<file path="config.mk">
export PLATFORM = sky130hd
export DESIGN_NAME = mem_stage_flat
export DESIGN_NICKNAME = d
export VERILOG_FILES = /design/src/rtl/mem_stage_if.sv /design/src/rtl/mem_stage.sv /design/src/flat_wrapper.sv
export SDC_FILE = /design/constraint.sdc
export NUM_CORES = 1
export LEC_CHECK = 0
export BUFFER_PORTS_ARGS = -buffer_cell sky130_fd_sc_hd__buf_2
export CORE_MARGIN = 10
export CORE_UTILIZATION = 46
export CTS_CLUSTER_SIZE = 28
export DETAILED_ROUTE_END_ITERATION = 8
export PLACE_DENSITY = 0.78
export SYNTH_ARGS = -nofsm -noshare
export SYNTH_HDL_FRONTEND = slang
export SYNTH_SLANG_ARGS = --single-unit
</file>
<file path="constraint.sdc">
create_clock -name clk -period 1.6 [get_ports clk]
set_input_delay 0.24 -clock clk [delete_from_list [all_inputs] [get_ports clk]]
set_output_delay 0.24 -clock clk [all_outputs]
set_load 0.01 [all_outputs]
</file>
<file path="src/rtl/mem_stage_if.sv">
// Data-memory request/acknowledge port between the MEM stage and the data memory.
interface mem_stage_if #(
    parameter int unsigned WIDTH = 32
);
    logic             dmem_req;
    logic             dmem_we;
    logic [WIDTH-1:0] dmem_addr;
    logic [WIDTH-1:0] dmem_wdata;
    logic             dmem_ack;
    logic [WIDTH-1:0] dmem_rdata;

    modport master (
        output dmem_req, dmem_we, dmem_addr, dmem_wdata,
        input  dmem_ack, dmem_rdata
    );

    modport slave (
        input  dmem_req, dmem_we, dmem_addr, dmem_wdata,
        output dmem_ack, dmem_rdata
    );
endinterface

</file>
<file path="src/rtl/mem_stage.sv">
// MIPS memory-access stage: EX/MEM register, req/ack data-memory port with timeout,
// and the MEM/WB register feeding write-back.
module mem_stage #(
    parameter int unsigned WIDTH   = 32,
    parameter int unsigned TIMEOUT = 15
) (
    input  logic             clk,
    input  logic             rst_n,
    input  logic [WIDTH-1:0] aluout_exe,
    input  logic [WIDTH-1:0] writedata_exe,
    input  logic [4:0]       regaddr_exe,
    input  logic             regwrite_exe,
    input  logic             memtoreg_exe,
    input  logic             memread_exe,
    input  logic             memwrite_exe,
    output logic             stall_mem,
    output logic [WIDTH-1:0] aluout_mem,
    output logic [4:0]       regaddr_mem,
    output logic             regwrite_mem,
    mem_stage_if.master      dmem,
    output logic [WIDTH-1:0] readdata_wb,
    output logic [WIDTH-1:0] aluout_wb,
    output logic [4:0]       regaddr_wb,
    output logic             regwrite_wb,
    output logic             memtoreg_wb,
    output logic             mem_err
);
    typedef enum logic [1:0] {StIdle, StWait, StAbort} state_e;

    state_e           state_q;
    logic [7:0]       cnt_q;
    logic             mem_err_q;

    logic [WIDTH-1:0] aluout_q, wdata_q;
    logic [4:0]       regaddr_q;
    logic             regwrite_q, memtoreg_q, memread_q, memwrite_q;

    logic [WIDTH-1:0] readdata_wb_q, aluout_wb_q;
    logic [4:0]       regaddr_wb_q;
    logic             regwrite_wb_q, memtoreg_wb_q;

    logic             memop, is_abort, is_load;

    always_comb begin
        memop            = memread_q | memwrite_q;
        is_abort         = (state_q == StAbort);
        // Both read and write set is treated as a store.
        is_load          = memread_q & ~memwrite_q;
        dmem.dmem_req    = memop & ~is_abort;
        dmem.dmem_we     = memwrite_q;
        dmem.dmem_addr   = aluout_q;
        dmem.dmem_wdata  = wdata_q;
        stall_mem        = memop & ~dmem.dmem_ack & ~is_abort;
        aluout_mem       = aluout_q;
        regaddr_mem      = regaddr_q;
        regwrite_mem     = regwrite_q;
        readdata_wb      = readdata_wb_q;
        aluout_wb        = aluout_wb_q;
        regaddr_wb       = regaddr_wb_q;
        regwrite_wb      = regwrite_wb_q;
        memtoreg_wb      = memtoreg_wb_q;
        mem_err          = mem_err_q;
    end

    always_ff @(posedge clk) begin
        if (!rst_n) begin
            state_q   <= StIdle;
            cnt_q     <= 8'd0;
            mem_err_q <= 1'b0;
        end else begin
            unique case (state_q)
                StIdle: begin
                    if (memop && !dmem.dmem_ack) begin
                        state_q <= StWait;
                        cnt_q   <= 8'd1;
                    end
                end
                StWait: begin
                    if (dmem.dmem_ack) begin
                        state_q <= StIdle;
                        cnt_q   <= 8'd0;
                    end else if (cnt_q == 8'(TIMEOUT)) begin
                        state_q   <= StAbort;
                        cnt_q     <= 8'd0;
                        mem_err_q <= 1'b1;
                    end else begin
                        cnt_q <= cnt_q + 8'd1;
                    end
                end
                StAbort: state_q <= StIdle;
                default: state_q <= StIdle;
            endcase
        end
    end

    always_ff @(posedge clk) begin
        if (!rst_n) begin
            aluout_q   <= '0;
            wdata_q    <= '0;
            regaddr_q  <= '0;
            regwrite_q <= 1'b0;
            memtoreg_q <= 1'b0;
            memread_q  <= 1'b0;
            memwrite_q <= 1'b0;
        end else if (!stall_mem) begin
            aluout_q   <= aluout_exe;
            wdata_q    <= writedata_exe;
            regaddr_q  <= regaddr_exe;
            regwrite_q <= regwrite_exe;
            memtoreg_q <= memtoreg_exe;
            memread_q  <= memread_exe;
            memwrite_q <= memwrite_exe;
        end
    end

    // MEM/WB is never stalled; stalls and aborts push a bubble by clearing the controls.
    always_ff @(posedge clk) begin
        if (!rst_n) begin
            readdata_wb_q <= '0;
            aluout_wb_q   <= '0;
            regaddr_wb_q  <= '0;
            regwrite_wb_q <= 1'b0;
            memtoreg_wb_q <= 1'b0;
        end else if (stall_mem || is_abort) begin
            regwrite_wb_q <= 1'b0;
            memtoreg_wb_q <= 1'b0;
        end else begin
            aluout_wb_q   <= aluout_q;
            regaddr_wb_q  <= regaddr_q;
            regwrite_wb_q <= regwrite_q;
            memtoreg_wb_q <= memtoreg_q;
            if (is_load && dmem.dmem_ack) begin
                readdata_wb_q <= dmem.dmem_rdata;
            end
        end
    end
endmodule

</file>
<file path="src/flat_wrapper.sv">
// flat-port wrapper written by rule: the top's interface ports become plain ports
module mem_stage_flat 
#(
    parameter int unsigned WIDTH   = 32,
    parameter int unsigned TIMEOUT = 15
)
  (clk, rst_n, aluout_exe, writedata_exe, regaddr_exe, regwrite_exe, memtoreg_exe, memread_exe, memwrite_exe, stall_mem, aluout_mem, regaddr_mem, regwrite_mem, readdata_wb, aluout_wb, regaddr_wb, regwrite_wb, memtoreg_wb, mem_err, dmem_dmem_req, dmem_dmem_we, dmem_dmem_addr, dmem_dmem_wdata, dmem_dmem_ack, dmem_dmem_rdata);
  mem_stage_if #(.WIDTH(WIDTH)) dmem_i ();
  input  logic clk;
  input  logic rst_n;
  input  logic [WIDTH-1:0] aluout_exe;
  input  logic [WIDTH-1:0] writedata_exe;
  input  logic [4:0] regaddr_exe;
  input  logic regwrite_exe;
  input  logic memtoreg_exe;
  input  logic memread_exe;
  input  logic memwrite_exe;
  output logic stall_mem;
  output logic [WIDTH-1:0] aluout_mem;
  output logic [4:0] regaddr_mem;
  output logic regwrite_mem;
  output logic [WIDTH-1:0] readdata_wb;
  output logic [WIDTH-1:0] aluout_wb;
  output logic [4:0] regaddr_wb;
  output logic regwrite_wb;
  output logic memtoreg_wb;
  output logic mem_err;
  output wire logic [$bits(dmem_i.dmem_req)-1:0] dmem_dmem_req;
  output wire logic [$bits(dmem_i.dmem_we)-1:0] dmem_dmem_we;
  output wire logic [$bits(dmem_i.dmem_addr)-1:0] dmem_dmem_addr;
  output wire logic [$bits(dmem_i.dmem_wdata)-1:0] dmem_dmem_wdata;
  input wire logic [$bits(dmem_i.dmem_ack)-1:0] dmem_dmem_ack;
  input wire logic [$bits(dmem_i.dmem_rdata)-1:0] dmem_dmem_rdata;
  assign dmem_dmem_req = dmem_i.dmem_req;
  assign dmem_dmem_we = dmem_i.dmem_we;
  assign dmem_dmem_addr = dmem_i.dmem_addr;
  assign dmem_dmem_wdata = dmem_i.dmem_wdata;
  assign dmem_i.dmem_ack = dmem_dmem_ack;
  assign dmem_i.dmem_rdata = dmem_dmem_rdata;
  mem_stage #(.WIDTH(WIDTH), .TIMEOUT(TIMEOUT)) u_core (.clk(clk), .rst_n(rst_n), .aluout_exe(aluout_exe), .writedata_exe(writedata_exe), .regaddr_exe(regaddr_exe), .regwrite_exe(regwrite_exe), .memtoreg_exe(memtoreg_exe), .memread_exe(memread_exe), .memwrite_exe(memwrite_exe), .stall_mem(stall_mem), .aluout_mem(aluout_mem), .regaddr_mem(regaddr_mem), .regwrite_mem(regwrite_mem), .dmem(dmem_i), .readdata_wb(readdata_wb), .aluout_wb(aluout_wb), .regaddr_wb(regaddr_wb), .regwrite_wb(regwrite_wb), .memtoreg_wb(memtoreg_wb), .mem_err(mem_err));
endmodule
</file>
After elaboration in Yosys (flattened, before gate mapping). Cells that the tools add are included.

Add/sub/neg operators: 1. Eq/ne operators: 5. Multiplexer cells: 8. Bitwise operators: 10. Reductions and logical operators: 11.

Operators with widths (number): 8-bit two-way mux (3); 8-bit case mux with 2 select lines (1); 8-bit by 1-bit adder with 8-bit output, second input constant (1); 8-bit by 4-bit equality test with 1-bit output, second input constant (1); 2-bit two-way mux (3); 2-bit AND reduction (3); 1-bit inverter (5); 1-bit bitwise AND (4); 2-bit case mux with 2 select lines (1); 3-bit by 2-bit != test with 1-bit output, second input constant (1); 3-bit AND reduction (1); 2-bit by 1-bit equality test with 1-bit output, second input constant (1); 2-bit equality test, second input constant (1); 1-bit logical AND (2); 2-bit zero test (1); 2-bit by 1-bit != test with 1-bit output, second input constant (1); 2-bit nonzero test (1); 2-bit OR reduction (1); 1-bit zero test (1); 1-bit logical OR (1); 1-bit bitwise OR (1).

Register bits: 155. Input port bits: 108. Output and inout bits: 177.

Longest topological paths before layout. Gate-level depths: netlist of run 1.

Depth in word-level cells: 6. Mapped depth: 7.

Worst setup path before layout of run 1. OpenSTA, ideal clock, no wires.

Path kind: register to register. Start point: register u_core.memwrite_q (netlist: u_core.dmem.dmem_we). End point: register u_core.cnt_q[6]. Library setup time: 72 ps. Data arrival time: 1507 ps. Required time: 1528 ps. Path slack: 20 ps. Cell stages (with the launch flop): 6. Period minus slack after synthesis: 1580 ps. Path through: dfxtp_1 -> o21bai_1 -> a21o_1 -> buf_2 -> or4_1 -> a21oi_1.

Word-level cells in the longest chain between the ends: 4.

Ends and longest elaborated chain: start, declared (line mem_stage.sv:36) `logic regwrite_q, memtoreg_q, memread_q, memwrite_q;`; start signal, assigned (line mem_stage.sv:112) `memwrite_q <= memwrite_exe;`; 1-bit bitwise OR (line mem_stage.sv:45) `memop = memread_q | memwrite_q;`; 1-bit logical AND (line mem_stage.sv:73) `if (memop && !dmem.dmem_ack) begin`; 2-bit by 1-bit != test with 1-bit output (no source line); 2-bit AND reduction (no source line); end signal, assigned (line mem_stage.sv:87) `cnt_q <= cnt_q + 8'd1;`; end, declared (line mem_stage.sv:31) `logic [7:0] cnt_q;`.

Every way passes these cells. A chain may end at the register's enable or synchronous reset.

Final worst setup path of run 1.
Start point: register u_core.memread_q. End point: output stall_mem.

Word-level cells in the longest chain between the ends: 3.

Ends and longest elaborated chain: start, declared (line mem_stage.sv:36); start signal, assigned (line mem_stage.sv:111) `memread_q <= memread_exe;`; 1-bit bitwise OR (line mem_stage.sv:45); 1-bit bitwise AND (2 in a row) (line mem_stage.sv:53) `stall_mem = memop & ~dmem.dmem_ack & ~is_abort;`; end, declared (line flat_wrapper.sv:18) `output logic stall_mem;`.

Every way passes these cells.

==> out/metrics.yaml, run 1 <==
diodes: 0
synthArstFlopShare: 0
violations: "setup timing"
synthesis.nets: 831
hpwl_um: 13500
synth_flop_cell: "dfxtp_1"
area_growth_pct: 36.5
drv_slew: 0
drt-total-wl_um: 18700
core.rowCount: 41
grt_max_degree: 76
startpoint_type: "flip-flop"
initial_core_util: 0.474
htreeDepth: 4
track_usage: 0.199
final_nets: 1085
drtIter0Drc: 268
cts.sinks: 155
synthAdderAreaFrac: 0.00207
place.gp.congestion: 0.807
worst_slew_pin_slew_ns: 0.572
syn_area_um2: 6050
grt_pass1_wl_um: 29200
grt_pass1_vias: 5619
avgSynthCellArea_um2: 8.38
cp_max_fo: 3
numCtsBuffers: 17
core_area_um2: 12800
synth_xor_area_frac: 0.00145
fillCellCount: 1075
clkTransAtPathRegs_ns: 0.06
place_area_um2: 7540
hold_depth: 3
grt_setup_unrepaired: "true"
rr_worst_depth: 8
fin_skew_ns: 0.00884
maxSlewHeadroom: 0.616
arrival_ns: 1.47
period_minus_slack_ns: 1.71
hold_path_class: "in -> reg"
overflow: 0
seq_area_frac_synth: 0.513
synth_compound_area_frac: 0.196
clock_path_buffers: 2
setup.worst_path.end_class: "primary output"
p_per_area_nw_per_um2: 1170
synth-seq-cells: 155
synth_enable_flop_cells: 0
num_vias: 5563
tritoncts: "built"
total_leakage_power_nw: 3.96
cts_hold_buf: 0
required_ns: 1.36
period_share: 1.07
drc_errors: 0
final_core_util: 0.647
layout_setup_ws_ns: -0.115
synth_top_family_by_area: "simple AND/OR/NAND/NOR gates"
design.die.area_um2: 18100
drv_cap: 0
yosysUniqueCellTypes: 33
final_area_um2: 8260
critPathKind: "reg -> out"
yosys_warnings: 0
synthSimpleGateAreaFrac: 0.212
ioPinCount: 285
status: "finished, violations left"
fmaxAchievable_mhz: 583
die_h_um: 135
syn_inst: 722
clk_latency_ns: 0.42
drtPass1Iterations: 4
vdd_drop_max_v: 0.000711
setup_violations: 1
route.antenna.remaining_nets: 0
wl_per_cell_um: 16.1
hold_ws_ns: 0.0553
antenna_found_initial: 0
synthMuxAreaShare: 0
via_per_inst: 4.79
io_buffers: 284
cts-root-buf: "clkbuf_16"
die_x_um: 135
final_layout_size_suffix_gt1_frac: 0.360
finalHoldViolations: 0
## placed cells by master (no fill, tap or decap), types with 3 or more instances in the layout
master	synthesis	final
clkbuf_1	25	3
buf_2	22	282
a21oi_1	6	5
nor2b_1	3	3
dfxtp_1	155	152
nand2_1	288	288
clkbuf_16	0	18
buf_4	32	21
o31ai_1	3	3
a21boi_1	82	83
nand3_1	3	3
bufinv_16	0	4
inv_1	3	3
dfxtp_2	0	3
buf_6	0	3
nor2_1	5	4
a21boi_0	61	60
and3_1	5	5
clkinvlp_4	0	3
buf_12	0	7
## cell usage after synthesis (2+ instances only)
cell	instances	area share
a21boi_0	61	0.076
clkbuf_1	25	0.016
nand3_1	3	0.0025
or3_1	3	0.0031
a21oi_1	6	0.0050
a211oi_1	2	0.0025
a21boi_1	82	0.10
buf_4	32	0.040
nand2b_1	2	0.0021
o31ai_1	3	0.0037
and2_1	2	0.0021
nor3_1	2	0.0017
buf_2	22	0.018
nor2_1	5	0.0031
and3_1	5	0.0052
nand2_1	288	0.18
or4_1	3	0.0037
nor2b_1	3	0.0031
dfxtp_1	155	0.51
inv_1	3	0.0019
o21ai_0	3	0.0025
## sequential cells by signal (all words and copies together), names as in the netlist, 2 cells and up
signal,flops
u_core.cnt_q,8
u_core.regaddr_wb,5
u_core.readdata_wb,32
u_core.regaddr_mem,5
u_core.state_q,2
u_core.aluout_wb,32
u_core.dmem.dmem_wdata,32
u_core.aluout_mem,32
## kinds of logic (layout without fill, tap and decap cells)
group,Yosys count,count (layout)
simple gates,321,321
compound gates,161,161
flops,155,155
buf+inv,83,350
fa+ha+maj,1,1
xor+xnor,1,1
## per-stage QoR
step / total power, mW / worst slack [ns] / std cells / setup TNS [ns]
after global routing: 10.1 / -0.163 / 1161 / -0.689
after CTS: 9.72 / -0.122 / 1160 / -0.122
after detailed placement: 5.48 / -0.00372 / 1126 / -0.0107
final: 9.67 / -0.115 / 1161 / -0.115
after global placement: 5.45 / 0.0406 / 1126 / 0
after floorplan: 4.93 / 0.0204 / 722 / 0
## cell type report
type	instances	area [um2]	share of cell area
Multi-Input combinational cell	484	2520	0.305
Inverter	4	17.5	0.00212
Timing Repair Buffer	314	1770	0.214
Clock inverter	10	165	0.0200
Sequential cell	155	3110	0.376
Clock buffer	22	464	0.0562
Tap cell	172	215	0.0261
## power by group
| part | internal (mW) | leakage [nW] | switching (mW) |
|---|---|---|---|
| clock | 2.70 | 0.297 | 1.55 |
| sequential | 4.07 | 1.27 | 0.138 |
| combinational | 0.540 | 2.39 | 0.665 |
## path summary, 6_finish.rpt
check | startpoint | end | slack [ns]
setup / recovery | u_core.memread_q$_SDFFE_PN0N_ | stall_mem | -0.11
hold / removal | dmem_dmem_rdata[26] | u_core.readdata_wb[26]$_SDFFE_PN0P_ | 0.06
setup reg to reg | u_core.memread_q$_SDFFE_PN0N_ | u_core.regaddr_mem[4]$_SDFFE_PN0N_ | 0.05
hold reg to reg | u_core.dmem.dmem_wdata[21]$_SDFFE_PN0N_ | u_core.dmem.dmem_wdata[21]$_SDFFE_PN0N_ | 0.45
## layer usage
metal	routed length (um)	vias to the layer above	global-route usage
li1	-	2811	-
met1	7440	2504	0.205
met2	8540	224	0.327
met3	2380	24	0.114
met4	374	0	0.0780
met5	0	-	0
## critical path, cell delays in order (launching register included)
cell,delay (ns)
dfxtp_2,0.36
nor2_2,0.05
or3_4,0.39
inv_4,0.08
buf_12,0.09
buf_6,0.09
## what timing repair did
item,4_1_cts,5_1_grt
pin swaps,0,1
setup endpoints to repair,11,80
setup buffers,2,0
gates cloned,0,1
gates resized for setup,5,12
Power figures use the tool's default switching activity.
==> inputs of run 2 (changes only) <==
Settings changed: PLACE_DENSITY 0.78 to 0.79, SKIP_LAST_GASP set to 1.
==> out/metrics.yaml, run 2 (synthesized netlist as in run 1, its figures left out) <==
die_h_um: 135
clockPowerShare: 0.430
required_ns: 1.36
drc_errors: 0
htreeDepth: 4
grtUsageMet2: 0.323
place.gp.congestion: 0.820
drtPass1Iterations: 4
cp_max_fo: 2
p_int_mw: 7.27
grt_pass1_vias: 5825
cts-root-buf: "clkbuf_16"
drtIter0Drc: 216
grt_pass1_wl_um: 29100
slowest_stage: "or3_4"
setup.worst_path.end_class: "primary output"
track_usage: 0.199
design.die.area_um2: 18100
violations: "setup timing"
combinationalPowerShare: 0.130
reg2reg_setup_slack_ns: 0.02
hpwl_um: 13100
finalHoldViolations: 0
critPathKind: "reg -> out"
dp.cells: 1125
path_buf_inv: 3
layout_common_cells: "nand2_1, buf_2, dfxtp_1"
wl_per_cell_um: 16.1
p_per_area_nw_per_um2: 1150
drt-total-wl_um: 18700
overflow: 0
fmaxAchievable_mhz: 580
cp_slowest_stage_delay_ns: 0.35
dp_worst_setup_slack_ns: -0.0303
grt_util_met1: 0.209
core_area_um2: 12800
crit_chain: "nor2b_4, or3_4, inv_4, buf_12, buf_6"
clkTransAtPathRegs_ns: 0.06
core.rowCount: 41
gr-usage-met3: 0.108
worst_slew_pin_slew_ns: 0.545
maxSlewHeadroom: 0.633
startpoint_type: "flip-flop"
finalSetupTns_ns: -0.124
seq_power_share: 0.440
top_usage_layer: "met2"
antenna_found_initial: 1
grt_max_degree: 63
die_x_um: 135
p_total_mw: 9.56
io_buffers: 284
ioPinCount: 285
final_core_util: 0.651
period_minus_slack_ns: 1.72
final_layout_size_suffix_gt1_frac: 0.363
total_leakage_power_nw: 3.99
fin_skew_ns: 0.0101
layout_setup_ws_ns: -0.124
route.antenna.remaining_nets: 0
num_vias: 5706
cts.sinks: 155
swShare: 0.240
diodes: 0
final_nets: 1089
area_growth_pct: 37.5
arrival_ns: 1.48
setup_violations: 1
hold_path_class: "in -> reg"
grt_setup_unrepaired: "true"
drv_slew: 0
final_common_cell: "nand2_1"
status: "finished, violations left"
tritoncts: "built"
critPathTopFamily: "simple AND/OR/NAND/NOR gates"
vdd_drop_max_v: 0.000880
drv_cap: 0
clk_latency_ns: 0.42
numCtsBuffers: 17
clock_path_buffers: 2
period_share: 1.08
via_per_inst: 4.91
initial_core_util: 0.474
instances_no_fill: 1162
switching_power_mw: 2.29
==> run 2: changes by cell type in the layout (fill, tap and decap cells not counted), sizes merged <==
cell,before,now
clkbuf,23,24
buf,313,316
clkinvlp,3,0
==> run 2: final cells by class <==
class	count	area (um2)
sequential	155	3110
timing repair buffer	318	1840
tap	172	215
inverter	4	17.5
clock inverter	7	143
clock buffer	22	454
fill	1048	4450
multi-input combinational	484	2540
==> run 2: metrics by stage <==
step / hold slack, ns / cell area (um2)
floorplan: 0.375 / 6050
global placement: 0.433 / 7550
detailed placement: 0.440 / 7550
CTS: 0.0316 / 8230
global route: 0.0415 / 8320
finish: 0.0473 / 8320
==> run 2: path summary, 6_finish.rpt <==
kind,startpoint,end,cells after the start
hold reg to reg,u_core.dmem.dmem_wdata[2]$_SDFFE_PN0N_,u_core.dmem.dmem_wdata[2]$_SDFFE_PN0N_,2
hold / removal,dmem_dmem_rdata[4],u_core.readdata_wb[4]$_SDFFE_PN0P_,3
setup / recovery,u_core.state_q[1]$_SDFFE_PN0P_,stall_mem,5
setup reg to reg,u_core.state_q[1]$_SDFFE_PN0P_,u_core.readdata_wb[13]$_SDFFE_PN0P_,7
==> run 2: repair_timing <==
action / CTS / global route
resized for setup: 7 / 12
endpoints found under the setup margin: 2 / 77
buffers inserted: 3 / 2
gates cloned: 1 / 2
pin swaps: 1 / 4
hold buffers: 0 / 0
==> run 2: worst register-to-register path, cell delays in order (launching register included) <==
cell,delay [ns]
dfxtp_2,0.32
nor2b_4,0.12
buf_4,0.12
buf_4,0.14
or3_1,0.40
buf_12,0.19
nand2_1,0.09
a21boi_0,0.09
==> run 2: per-layer routing <==
metal,wire [um],vias to the layer above,share of wire
li1,-,2823,-
met1,7210,2622,0.38
met3,2290,30,0.12
met2,8900,229,0.47
met5,13,-,0.00069
met4,326,2,0.017
==> run 2: power by group through the flow <==
stage                     registers (mW)  clock network (mW)  logic [mW]
after global routing                4.23                4.32        1.37
after floorplan                     4.38                   0       0.552
after detailed placement            4.29                   0        1.18
final                               4.21                4.11        1.24
after global placement              4.28                   0        1.17
after CTS                           4.21                4.19        1.23
==> inputs of run 3 (changes only) <==
Settings changed: ABC_AREA set to 1, CELL_PAD_IN_SITES_DETAIL_PLACEMENT set to 0, CELL_PAD_IN_SITES_GLOBAL_PLACEMENT set to 1, CORE_UTILIZATION 46 to 32, PLACE_DENSITY 0.79 to not set, PLACE_DENSITY_LB_ADDON set to 0.1.
==> out/metrics.yaml, run 3 <==
period_minus_slack_ns: 1.52
synth_enable_flop_cells: 0
clk_latency_ns: 0.43
yosysMostFrequentCell: "nor2_1"
seq_area_frac_synth: 0.532
die_x_um: 155
fillCellCount: 1940
fin_skew_ns: 0.0110
route.antenna.remaining_nets: 0
synthesis.nets: 864
io_buffers: 284
yosys_warnings: 0
synth_compound_area_frac: 0.133
final_nets: 1114
yosysUniqueCellTypes: 22
cts-root-buf: "clkbuf_16"
hold_path_class: "in -> reg"
drv_cap: 0
vdd_drop_max_v: 0.000741
startpoint_type: "flip-flop"
htreeDepth: 4
drtIter0Drc: 258
multi_input_area_um2: 2180
place_area_um2: 7300
yosysTopAreaCellShare: 0.532
synthSimpleGateAreaFrac: 0.236
worstSetupStartpoint: "u_core.state_q[1]$_SDFFE_PN0P_"
grt_pass1_vias: 5693
worst_slew_pin_slew_ns: 0.286
synth_area_leaders: "dfxtp_1, nor2_1, o21ai_0, buf_4, nor3_1"
post-synth-top-area-cell: "dfxtp_1"
hpwl_um: 14400
gr-usage-met3: 0.0615
synthMuxAreaShare: 0
drv_slew: 0
antenna_found_initial: 1
overflow: 0
synth_flop_cell: "dfxtp_1"
finalHoldViolations: 0
hp-start: "writedata_exe[30]"
clock_path_buffers: 2
tritoncts: "built"
initial_core_util: 0.325
period_share: 0.950
synthArstFlopShare: 0
cp_max_fo: 4
finalSetupTns_ns: 0
synthAdderAreaFrac: 0.00215
synth_top_family_by_area: "simple AND/OR/NAND/NOR gates"
total_leakage_power_nw: 4.19
drt-total-wl_um: 20400
ioPinCount: 285
numCtsBuffers: 17
rr_startpoint: "u_core.state_q[1]$_SDFFE_PN0P_"
cts_hold_buf: 0
area_growth_pct: 37.6
avgSynthCellArea_um2: 7.72
required_ns: 1.36
top_usage_layer: "met2"
instances_no_fill: 1248
layout_common_cells: "buf_2, nor2_1, dfxtp_1"
drc_errors: 0
crit_chain: "inv_2, nor2_4, buf_6, a21oi_1, buf_2"
die_h_um: 155
grt_pass1_wl_um: 32100
via_per_inst: 4.49
design.die.area_um2: 24000
final_area_um2: 8020
dp.cells: 1206
synth_common_cells: "nor2_1, dfxtp_1, o21ai_0"
reg2reg_setup_slack_ns: 0.08
grt_max_degree: 74
maxSlewHeadroom: 0.810
fmaxAchievable_mhz: 658
grt_setup_unrepaired: "true"
setup_violations: 0
final_common_cell: "buf_2"
final_layout_size_suffix_gt1_frac: 0.350
core_area_um2: 18000
arrival_ns: 1.28
syn_area_um2: 5830
drtPass1Iterations: 4
status: "finished, final reports clean"
critPathKind: "reg -> out"
syn_inst: 755
synth_xor_area_frac: 0
num_vias: 5606
track_usage: 0.166
seqCellArea_um2: 3110
slowest_stage: "dfxtp_1"
place.gp.congestion: 0.740
wl_per_cell_um: 16.3
synth-seq-cells: 155
p_per_area_nw_per_um2: 1230
cts.sinks: 155
cp_slowest_stage_delay_ns: 0.33
grt_util_met1: 0.189
grtUsageMet2: 0.281
core.rowCount: 49
clkTransAtPathRegs_ns: 0.07
setup.worst_path.end_class: "primary output"
-- run 3: changes by cell type after synthesis, sizes merged, moves of 5 or more --
cell,before,now
nand3,3,11
a21boi,143,0
inv,4,19
nor3,3,33
and3,5,0
nor2,5,270
o21ai,3,145
nand2,288,30
-- run 3: critical path, delay by kind of cell, from the launching register on --
kind            cells  cell delay, ns
buf+inv             3            0.34
compound gates      1            0.03
simple gates        1            0.16
flops               1            0.33
-- run 3: final cells by class --
| cell class | instances | area share |
|---|---|---|
| multi-input cells | 501 | 0.272 |
| flip-flops and latches | 155 | 0.388 |
| repair buffers | 311 | 0.223 |
| well taps | 229 | 0.0357 |
| diodes | 1 | 0.000312 |
| clock inverters | 12 | 0.0139 |
| inverters | 19 | 0.00889 |
| clock buffers | 20 | 0.0582 |
-- run 3: power by group --
group          switching (mW)  total, mW  leakage (nW)  internal [mW]
clock network            1.68       3.96         0.280           2.28
registers               0.188       4.36          1.28           4.17
logic                   0.877       1.52          2.63          0.640
total                    2.74       9.83          4.19           7.09
-- run 3: worst paths after layout --
check / end / cells past startpoint
worst max-delay path: dmem_dmem_req / 5
worst min-delay path: u_core.dmem.dmem_wdata[30]$_SDFFE_PN0N_ / 3
worst max register to register: u_core.dmem.dmem_wdata[24]$_SDFFE_PN0N_ / 8
worst min register to register: u_core.aluout_wb[28]$_SDFFE_PN0N_ / 2
-- run 3: kinds of logic (layout without fill, tap and decap cells) --
family / after synthesis / count (layout)
AOI/OAI and AO/OA: 154 / 154
adders and majority gates: 1 / 1
buffers and inverters: 99 / 362
DFF: 155 / 155
other: 0 / 1
and+or+nand+nor: 346 / 346
-- run 3: per-stage QoR --
step            util  total power, mW  hold WS, ns  setup slack, ns
5_1_grt        0.447             10.4       0.0280          -0.0160
3_3_place_gp   0.406             5.94        0.451            0.215
4_1_cts        0.443             10.0       0.0213          -0.0469
2_1_floorplan      -             5.26        0.382            0.351
6_report       0.447             9.83       0.0435           0.0804
3_5_place_dp   0.406             5.94        0.465            0.171
-- run 3: metal layers --
layer | vias up | part of all wire
met5 | - | 0
met1 | 2518 | 0.42
met3 | 18 | 0.078
li1 | 2909 | -
met2 | 161 | 0.48
met4 | 0 | 0.014
-- run 3: repair_timing --
item | in CTS | in global routing
buffers inserted | 3 | 4
pin swaps | 2 | 3
setup endpoints to repair | 2 | 72
cloned | 2 | 0
resized for setup | 4 | 11
